--- src/rtl/ram_scrub_arb.sv ---
// Port-1 controller for a parity-protected dual-port RAM. Arbitrates the port between a host
// requester and a background scrubber that reads every word in turn, samples the RAM parity
// flag and logs errors (first address, saturating count, sticky valid, interrupt).
//
// Ports:
//   clk, rst_n                      clock, asynchronous active-low reset
//   host_req_i/we_i/adr_i/dat_i     host request, held until host_ack_o
//   host_ack_o/dat_o/perr_o         one-cycle completion with read data and parity flag
//   scrub_en_i                      runs the scrub interval counter
//   err_clr_i, irq_en_i             error log clear, interrupt enable
//   ram_adr_o/dat_o/we_o            RAM port-1 command
//   ram_dat_i, ram_perr_i           RAM registered read data, combinational parity flag
//   err_valid_o/adr_o/cnt_o         scrub error log
//   pass_done_o, irq_o              end-of-pass pulse, registered interrupt
module ram_scrub_arb #(
  parameter int unsigned DAT_WIDTH      = 32,
  parameter int unsigned ADR_WIDTH      = 10,
  parameter int unsigned MEM_SIZE       = 1024,
  parameter int unsigned SCRUB_INTERVAL = 256,
  parameter int unsigned MAX_WAIT       = 16,
  parameter int unsigned CNT_WIDTH      = 8
) (
  input  logic                 clk,
  input  logic                 rst_n,
  input  logic                 host_req_i,
  input  logic                 host_we_i,
  input  logic [ADR_WIDTH-1:0] host_adr_i,
  input  logic [DAT_WIDTH-1:0] host_dat_i,
  output logic                 host_ack_o,
  output logic [DAT_WIDTH-1:0] host_dat_o,
  output logic                 host_perr_o,
  input  logic                 scrub_en_i,
  input  logic                 err_clr_i,
  input  logic                 irq_en_i,
  output logic [ADR_WIDTH-1:0] ram_adr_o,
  output logic [DAT_WIDTH-1:0] ram_dat_o,
  output logic                 ram_we_o,
  input  logic [DAT_WIDTH-1:0] ram_dat_i,
  input  logic                 ram_perr_i,
  output logic                 err_valid_o,
  output logic [ADR_WIDTH-1:0] err_adr_o,
  output logic [CNT_WIDTH-1:0] err_cnt_o,
  output logic                 pass_done_o,
  output logic                 irq_o
);

  localparam int unsigned IcW = (SCRUB_INTERVAL > 1) ? $clog2(SCRUB_INTERVAL) : 1;
  localparam int unsigned WcW = (MAX_WAIT > 0) ? $clog2(MAX_WAIT + 1) : 1;
  // The pending flag is raised on the increment that reaches SCRUB_INTERVAL-1, so together
  // with the grant cycle there are SCRUB_INTERVAL idle cycles between scrub reads.
  localparam logic [IcW-1:0]       IcLast  = IcW'((SCRUB_INTERVAL >= 2) ? SCRUB_INTERVAL - 2 : 0);
  localparam logic [WcW-1:0]       WcMax   = WcW'(MAX_WAIT);
  localparam logic [ADR_WIDTH-1:0] PtrLast = ADR_WIDTH'(MEM_SIZE - 1);

  typedef enum logic [2:0] {StIdle, StHAcc, StHRsp, StSAcc, StSRsp} state_e;

  state_e                state_q, state_d;
  logic [ADR_WIDTH-1:0]  adr_q, ptr_q, ptr_d, err_adr_q, err_adr_d;
  logic [DAT_WIDTH-1:0]  wdat_q, hdat_q;
  logic [IcW-1:0]        icnt_q, icnt_d;
  logic [WcW-1:0]        wcnt_q, wcnt_d;
  logic [CNT_WIDTH-1:0]  err_cnt_q, err_cnt_d;
  logic                  pend_q, pend_d, perr_q, perr_d, we_q, we_d;
  logic                  err_valid_q, err_valid_d, irq_q;

  always_comb begin
    state_d     = state_q;
    ptr_d       = ptr_q;
    icnt_d      = icnt_q;
    wcnt_d      = wcnt_q;
    pend_d      = pend_q;
    perr_d      = perr_q;
    we_d        = we_q;
    err_valid_d = err_valid_q;
    err_adr_d   = err_adr_q;
    err_cnt_d   = err_cnt_q;
    ram_adr_o   = adr_q;   // address and data hold their last driven values
    ram_dat_o   = wdat_q;
    ram_we_o    = 1'b0;
    host_ack_o  = 1'b0;
    host_dat_o  = hdat_q;
    host_perr_o = 1'b0;
    pass_done_o = 1'b0;

    if (scrub_en_i && !pend_q) begin
      if (icnt_q == IcLast) begin
        icnt_d = '0;
        pend_d = 1'b1;
      end else begin
        icnt_d = icnt_q + 1'b1;
      end
    end

    if (err_clr_i) begin
      err_valid_d = 1'b0;
      err_cnt_d   = '0;
    end

    unique case (state_q)
      StIdle: begin
        if (pend_q && (wcnt_q >= WcMax || !host_req_i)) begin
          state_d = StSAcc;
          wcnt_d  = '0;
        end else if (host_req_i) begin
          state_d = StHAcc;
          if (pend_q && wcnt_q < WcMax) wcnt_d = wcnt_q + 1'b1;
        end
      end
      StHAcc: begin
        ram_adr_o = host_adr_i;
        ram_dat_o = host_dat_i;
        ram_we_o  = host_we_i;
        we_d      = host_we_i;
        perr_d    = ram_perr_i & ~host_we_i;
        state_d   = StHRsp;
      end
      StHRsp: begin
        host_ack_o  = 1'b1;
        host_perr_o = perr_q;
        if (!we_q) host_dat_o = ram_dat_i;
        state_d = StIdle;
      end
      StSAcc: begin
        ram_adr_o = ptr_q;
        perr_d    = ram_perr_i;
        state_d   = StSRsp;
      end
      StSRsp: begin
        pend_d = 1'b0;
        if (perr_q) begin
          // A fresh error in the clear cycle survives the clear.
          err_valid_d = 1'b1;
          if (err_clr_i) begin
            err_cnt_d = CNT_WIDTH'(1);
          end else if (err_cnt_q != '1) begin
            err_cnt_d = err_cnt_q + 1'b1;
          end
          if (err_clr_i || !err_valid_q) err_adr_d = ptr_q;
        end
        if (ptr_q == PtrLast) begin
          ptr_d       = '0;
          pass_done_o = 1'b1;
        end else begin
          ptr_d = ptr_q + 1'b1;
        end
        state_d = StIdle;
      end
      default: state_d = StIdle;
    endcase
  end

  always_ff @(posedge clk or negedge rst_n) begin
    if (!rst_n) begin
      state_q     <= StIdle;
      adr_q       <= '0;
      wdat_q      <= '0;
      hdat_q      <= '0;
      ptr_q       <= '0;
      icnt_q      <= '0;
      wcnt_q      <= '0;
      pend_q      <= 1'b0;
      perr_q      <= 1'b0;
      we_q        <= 1'b0;
      err_valid_q <= 1'b0;
      err_adr_q   <= '0;
      err_cnt_q   <= '0;
      irq_q       <= 1'b0;
    end else begin
      state_q     <= state_d;
      adr_q       <= ram_adr_o;
      wdat_q      <= ram_dat_o;
      hdat_q      <= host_dat_o;
      ptr_q       <= ptr_d;
      icnt_q      <= icnt_d;
      wcnt_q      <= wcnt_d;
      pend_q      <= pend_d;
      perr_q      <= perr_d;
      we_q        <= we_d;
      err_valid_q <= err_valid_d;
      err_adr_q   <= err_adr_d;
      err_cnt_q   <= err_cnt_d;
      irq_q       <= err_valid_q & irq_en_i;
    end
  end

  assign err_valid_o = err_valid_q;
  assign err_adr_o   = err_adr_q;
  assign err_cnt_o   = err_cnt_q;
  assign irq_o       = irq_q;

endmodule

--- config.mk ---
export PLATFORM = sky130hd
export DESIGN_NAME = ram_scrub_arb
export DESIGN_NICKNAME = d
export VERILOG_FILES = /design/src/rtl/ram_scrub_arb.sv
export SDC_FILE = /design/constraint.sdc
export NUM_CORES = 1
export LEC_CHECK = 0
export CAP_MARGIN = 15
export CORE_ASPECT_RATIO = 1.1
export CORE_MARGIN = 2
export CORE_UTILIZATION = 45
export DETAILED_ROUTE_END_ITERATION = 6
export GPL_ROUTABILITY_DRIVEN = 1
export PLACE_DENSITY = 0.8
export SKIP_CTS_REPAIR_TIMING = 1
export SYNTH_ARGS = -nofsm -noshare
export SYNTH_HDL_FRONTEND = slang
export SYNTH_SLANG_ARGS = --single-unit
--- constraint.sdc ---
create_clock -name clk -period 2.2 [get_ports clk]
set_clock_uncertainty 0.15 [all_clocks]
set_input_delay 0.22 -clock clk [delete_from_list [all_inputs] [get_ports clk]]
set_output_delay 0.22 -clock clk [all_outputs]
set_load 0.005 [all_outputs]
# Word-level counts from Yosys, hierarchy flattened
# Cells that the tools add are included.
# word_totals
ff_bits	123
inputBits	82
output_inout_bits	98
elab_cells	77
# classes
addsub	4
n_lt_le_gt_ge	2
n_eq_ne	8
mux	29
n_bitwise	3
n_reduce_logical	17
# ops
cell	count
two-way mux 32 bit	3
two-way mux 8 bit	6
case mux 10 bit (2 select lines)	1
adder 8 x 1 -> 8 bit, second input constant	2
two-way mux 5 bit	3
two-way mux 1 bit	11
adder 10 x 1 -> 10 bit, second input constant	1
equality test 10 bit, second input constant	1
two-way mux 10 bit	1
nonzero test 2 bit	5
case mux 3 bit (3 select lines)	1
equality test 8 bit, second input constant	1
!= test 8 bit, second input constant	1
equality test 3 x 2 -> 1 bit, second input constant	2
two-way mux 3 bit	2
AND reduction 3 bit	2
adder 5 x 1 -> 5 bit, second input constant	1
greater-or-equal comparator 5 bit, second input constant	1
less-than comparator 5 bit, second input constant	1
equality test 3 x 1 -> 1 bit, second input constant	1
equality test 3 bit, second input constant	1
logical AND 1 bit	3
zero test 1 bit	3
zero test 3 bit	1
6 further kinds	8

# Depth between registers and ports, before layout
# depth
depth_word	5
mapped_depth	6
mapped_depth_nobuf	5

# Worst setup path after synthesis
# OpenSTA, ideal clock, no wires.
# synth_timing
kind	register to output
from	reg state_q[2]
to	out ram_dat_o[10]
arrival_time_ns	1.502
required_time_ns	1.830
slack_ns	0.328
stages_incl_launch_ff	6
n_path_buf	2
path_cell_list	dfrtp_1 nand2b_1 clkbuf_1 nor2_2 buf_2 mux2_2
# synth_via
elab_chain_len	2
# synth_lines
item	line_no	rtl
from (decl)	57	state_e state_q, state_d;
from (signal assigned)	154	state_q <= StIdle;
from (signal assigned)	169	state_q <= state_d;
equality test 3 x 1 -> 1 bit	99	unique case (state_q)
two-way mux 32 bit	99	
to (decl)	36	output logic [DAT_WIDTH-1:0] ram_dat_o,
# No other way between the ends.

# Final worst setup path
# layout_timing
from	reg state_q[1]
to	out host_dat_o[30]
# layout_via
elab_chain_len	2
# layout_lines
item	line_no	rtl
equality test 3 x 2 -> 1 bit	99	
two-way mux 32 bit	99	
to (decl)	30	output logic [DAT_WIDTH-1:0] host_dat_o,
# No other way between the ends.

==> results.json <==
{
  "crit_path_start_kind": "flip-flop",
  "required_ns": 1.83,
  "grt_pass1_vias": 4088,
  "grt_overflow": 0,
  "wl_mm": 15.13,
  "synth_simple_gate_area_frac": 0.1040,
  "period_minus_slack_ns": 2.491,
  "ios": 180,
  "ys_warn_count": 0,
  "tightest_slew_ns": 0.4748,
  "status": "finished, violations left",
  "grt_pass1_wl_mm": 20.98,
  "drt_pre_antenna_iters": 6,
  "fmax_mhz": 401.5,
  "p_per_area_mw_per_mm2": 1293,
  "crit_fanout": 8,
  "path_cells": "inv_2 > nor4_4 > buf_6 > buf_6 > buf_4 > clkbuf_16 > mux2_2 > dlymetal6s2s_1",
  "synth-compound-area-share": 0.04896,
  "synth_area_leaders": "dfrtp_1 (60%), mux2_2 (16%), mux2i_1 (2.5%), nand2_1 (2.4%), o21ai_0 (2.3%)",
  "layout-drive-gt1-share": 0.3617,
  "path_clk_slew_ns": 0.05,
  "synth-async-reset-ratio": 1.000,
  "path_class": "reg2out",
  "cts_tree": "built",
  "layout_commonest_cell": "dfrtp_1",
  "fin_ws_ns": -0.2907,
  "synth_xor_area_frac": 0.02399,
  "fin_setup_tns_ns": -8.997,
  "hpwl_mm": 9.276,
  "clockRootBuffer": "clkbuf_16",
  "violations": "setup timing",
  "area_growth_pct": 64.26,
  "drv_cap": 0,
  "die_x_um": 105.6,
  "grt_max_degree": 40,
  "setup_viol": 63,
  "slowest_stage": "dfrtp_1",
  "clk_latency_ns": 0.41,
  "final_nets": 722,
  "ir_drop_uv": 604.6,
  "most-common-layout-cells": "dfrtp_1 (122), clkdlybuf4s50_1 (100), mux2_4 (48)",
  "slew_violations": 0,
  "ys_types": 44,
  "finalCritPeriodShare": 1.132,
  "synth_cells": 391,
  "worst_hold_path_type": "in2async",
  "place.port_buffers": 179,
  "grt_usage": 0.2222,
  "ys_seq_elements": 123,
  "cts_buffer_depth": 2,
  "yosysSeqAreaShare": 0.6022,
  "synth-edff-count": 0,
  "hold_violations": 0,
  "dr.first_iter.drc_count": 169,
  "relSlewSlack": 0.6811,
  "yosysTopAreaCell": "dfrtp_1",
  "dieArea_sq_mm": 0.01223,
  "htree_levels": 4,
  "syn_avg_cell_area_sq_um": 13.07,
  "leakage_nw": 4.096,
  "die_height_um": 115.8,
  "diodes": 0,
  "muxShareOfSynthArea": 0.1907,
  "wire_per_inst_um": 19.06,
  "viasPerCell": 5.152,
  "rows": 40,
  "synthAdderAreaFrac": 0.01224,
  "drtAntennaViolNets": 0,
  "syn_nets": 478,
  "syn_area_sq_mm": 0.005111,
  "dr_total_vias": 4091,
  "globalplace.congestion": 0.8523,
  "drc_errors": 0,
  "coreArea_sq_mm": 0.01101,
  "numCtsBuffers": 17,
  "antenna_found_initial": 0,
  "initial_core_util": 0.4642,
  "synth_top_area_frac": 0.6022,
  "cts.sinks": 123,
  "p_total_mw": 10.85,
  "crit_top_cell": "buf_6",
  "end_kind": "primary output",
  "synth_top_family_by_area": "multiplexers",
  "worstPathArrival_ns": 2.12,
  "synth_flop_cell": "dfrtp_1",
  "rsz0062_at_grt": "true",
  "max_stage_delay_ns": 0.37
}
sequential cells by signal, indices dropped and copies added, names as in the netlist:
name / count
wdat_q: 32
hdat_q: 32
ptr_q: 10
irq_o: 1
err_valid_o: 1
pend_q: 1
err_cnt_o: 8
perr_q: 1
state_q: 3
wcnt_q: 5
we_q: 1
icnt_q: 8
err_adr_o: 10
adr_q: 10
where the power goes:
group,internal (mW),switching [mW]
logic,2.61,1.69
registers,3.08,0.352
clock network,2.19,0.945
cell families after synthesis:
kind of cell               count (synthesis)
DFF                                      123
and+or+nand+nor                          100
buffers and inverters                     19
muxes                                     88
AOI/OAI and AO/OA                         42
xor gates and xnor gates                  14
adders and majority gates                  5
final timing paths:
check	from	to	slack, ns	cells after the start
worst min-delay path	rst_n	hdat_q[23]$_DFF_PN0_	0.16	2
worst max register to register	state_q[2]$_DFFE_PN0P_	ptr_q[7]$_DFFE_PN0N_	0.20	7
max in group asynchronous	rst_n	hdat_q[2]$_DFF_PN0_	1.10	3
min in group clk	irq_en_i	irq_o$_DFF_PN0_	0.25	2
worst min register to register	wcnt_q[4]$_DFFE_PN0P_	wcnt_q[4]$_DFFE_PN0P_	0.33	2
worst max-delay path	state_q[1]$_DFFE_PN0P_	host_dat_o[30]	-0.29	8
critical path, delay by kind of cell, from the launching register on:
family | cells | cell delay, ns
multiplexers | 1 | 0.35
flip-flops | 1 | 0.37
AND/OR/NAND/NOR | 1 | 0.29
buffers and inverters | 6 | 0.72
metrics by stage:
step,hold slack (ns),setup WS [ns],util,area (sq um),instances
floorplan,-0.2256,0.3281,-,5111,391
detailed placement,0.04903,-0.02931,0.6558,7221,723
global route,0.1813,-0.3436,0.7625,8396,794
finish,0.1607,-0.2907,0.7625,8396,794
CTS,-0.3804,-0.4634,0.7167,7891,754
global placement,0.04701,-0.0007579,0.6558,7221,723
routing by layer:
metal / vias to the layer above / track usage / routed length [um] / share of wire
met5: - / 0 / 0 / 0
met4: 0 / 0.07807 / 222 / 0.015
met3: 17 / 0.07255 / 822 / 0.054
met2: 163 / 0.3871 / 7976 / 0.53
met1: 2038 / 0.2603 / 6110 / 0.40
li1: 1873 / - / - / -
cell usage after synthesis, types with 3 or more instances:
master / number
xor2_1: 7
nand3_1: 8
mux2i_1: 13
nand4_1: 8
buf_2: 7
ha_1: 5
dfrtp_1: 123
nand2_1: 32
clkbuf_1: 4
inv_1: 5
and2_1: 4
o21ai_0: 23
nor3_1: 7
nor2_1: 17
mux2_2: 73
and3_1: 3
o31ai_1: 4
nor2b_1: 4
a21oi_1: 3
xnor2_1: 7
and4_1: 4
area by class of cell:
type / count / area, sq um
Multi-Input combinational cell: 249 / 2162
Fill cell: 671 / 2615
Clock inverter: 6 / 155.1
Inverter: 5 / 18.77
Timing Repair Buffer: 239 / 2281
Sequential cell: 123 / 3079
Clock buffer: 25 / 515.5
Tap cell: 147 / 183.9
Note: power is estimated with default switching activity, not from simulation.
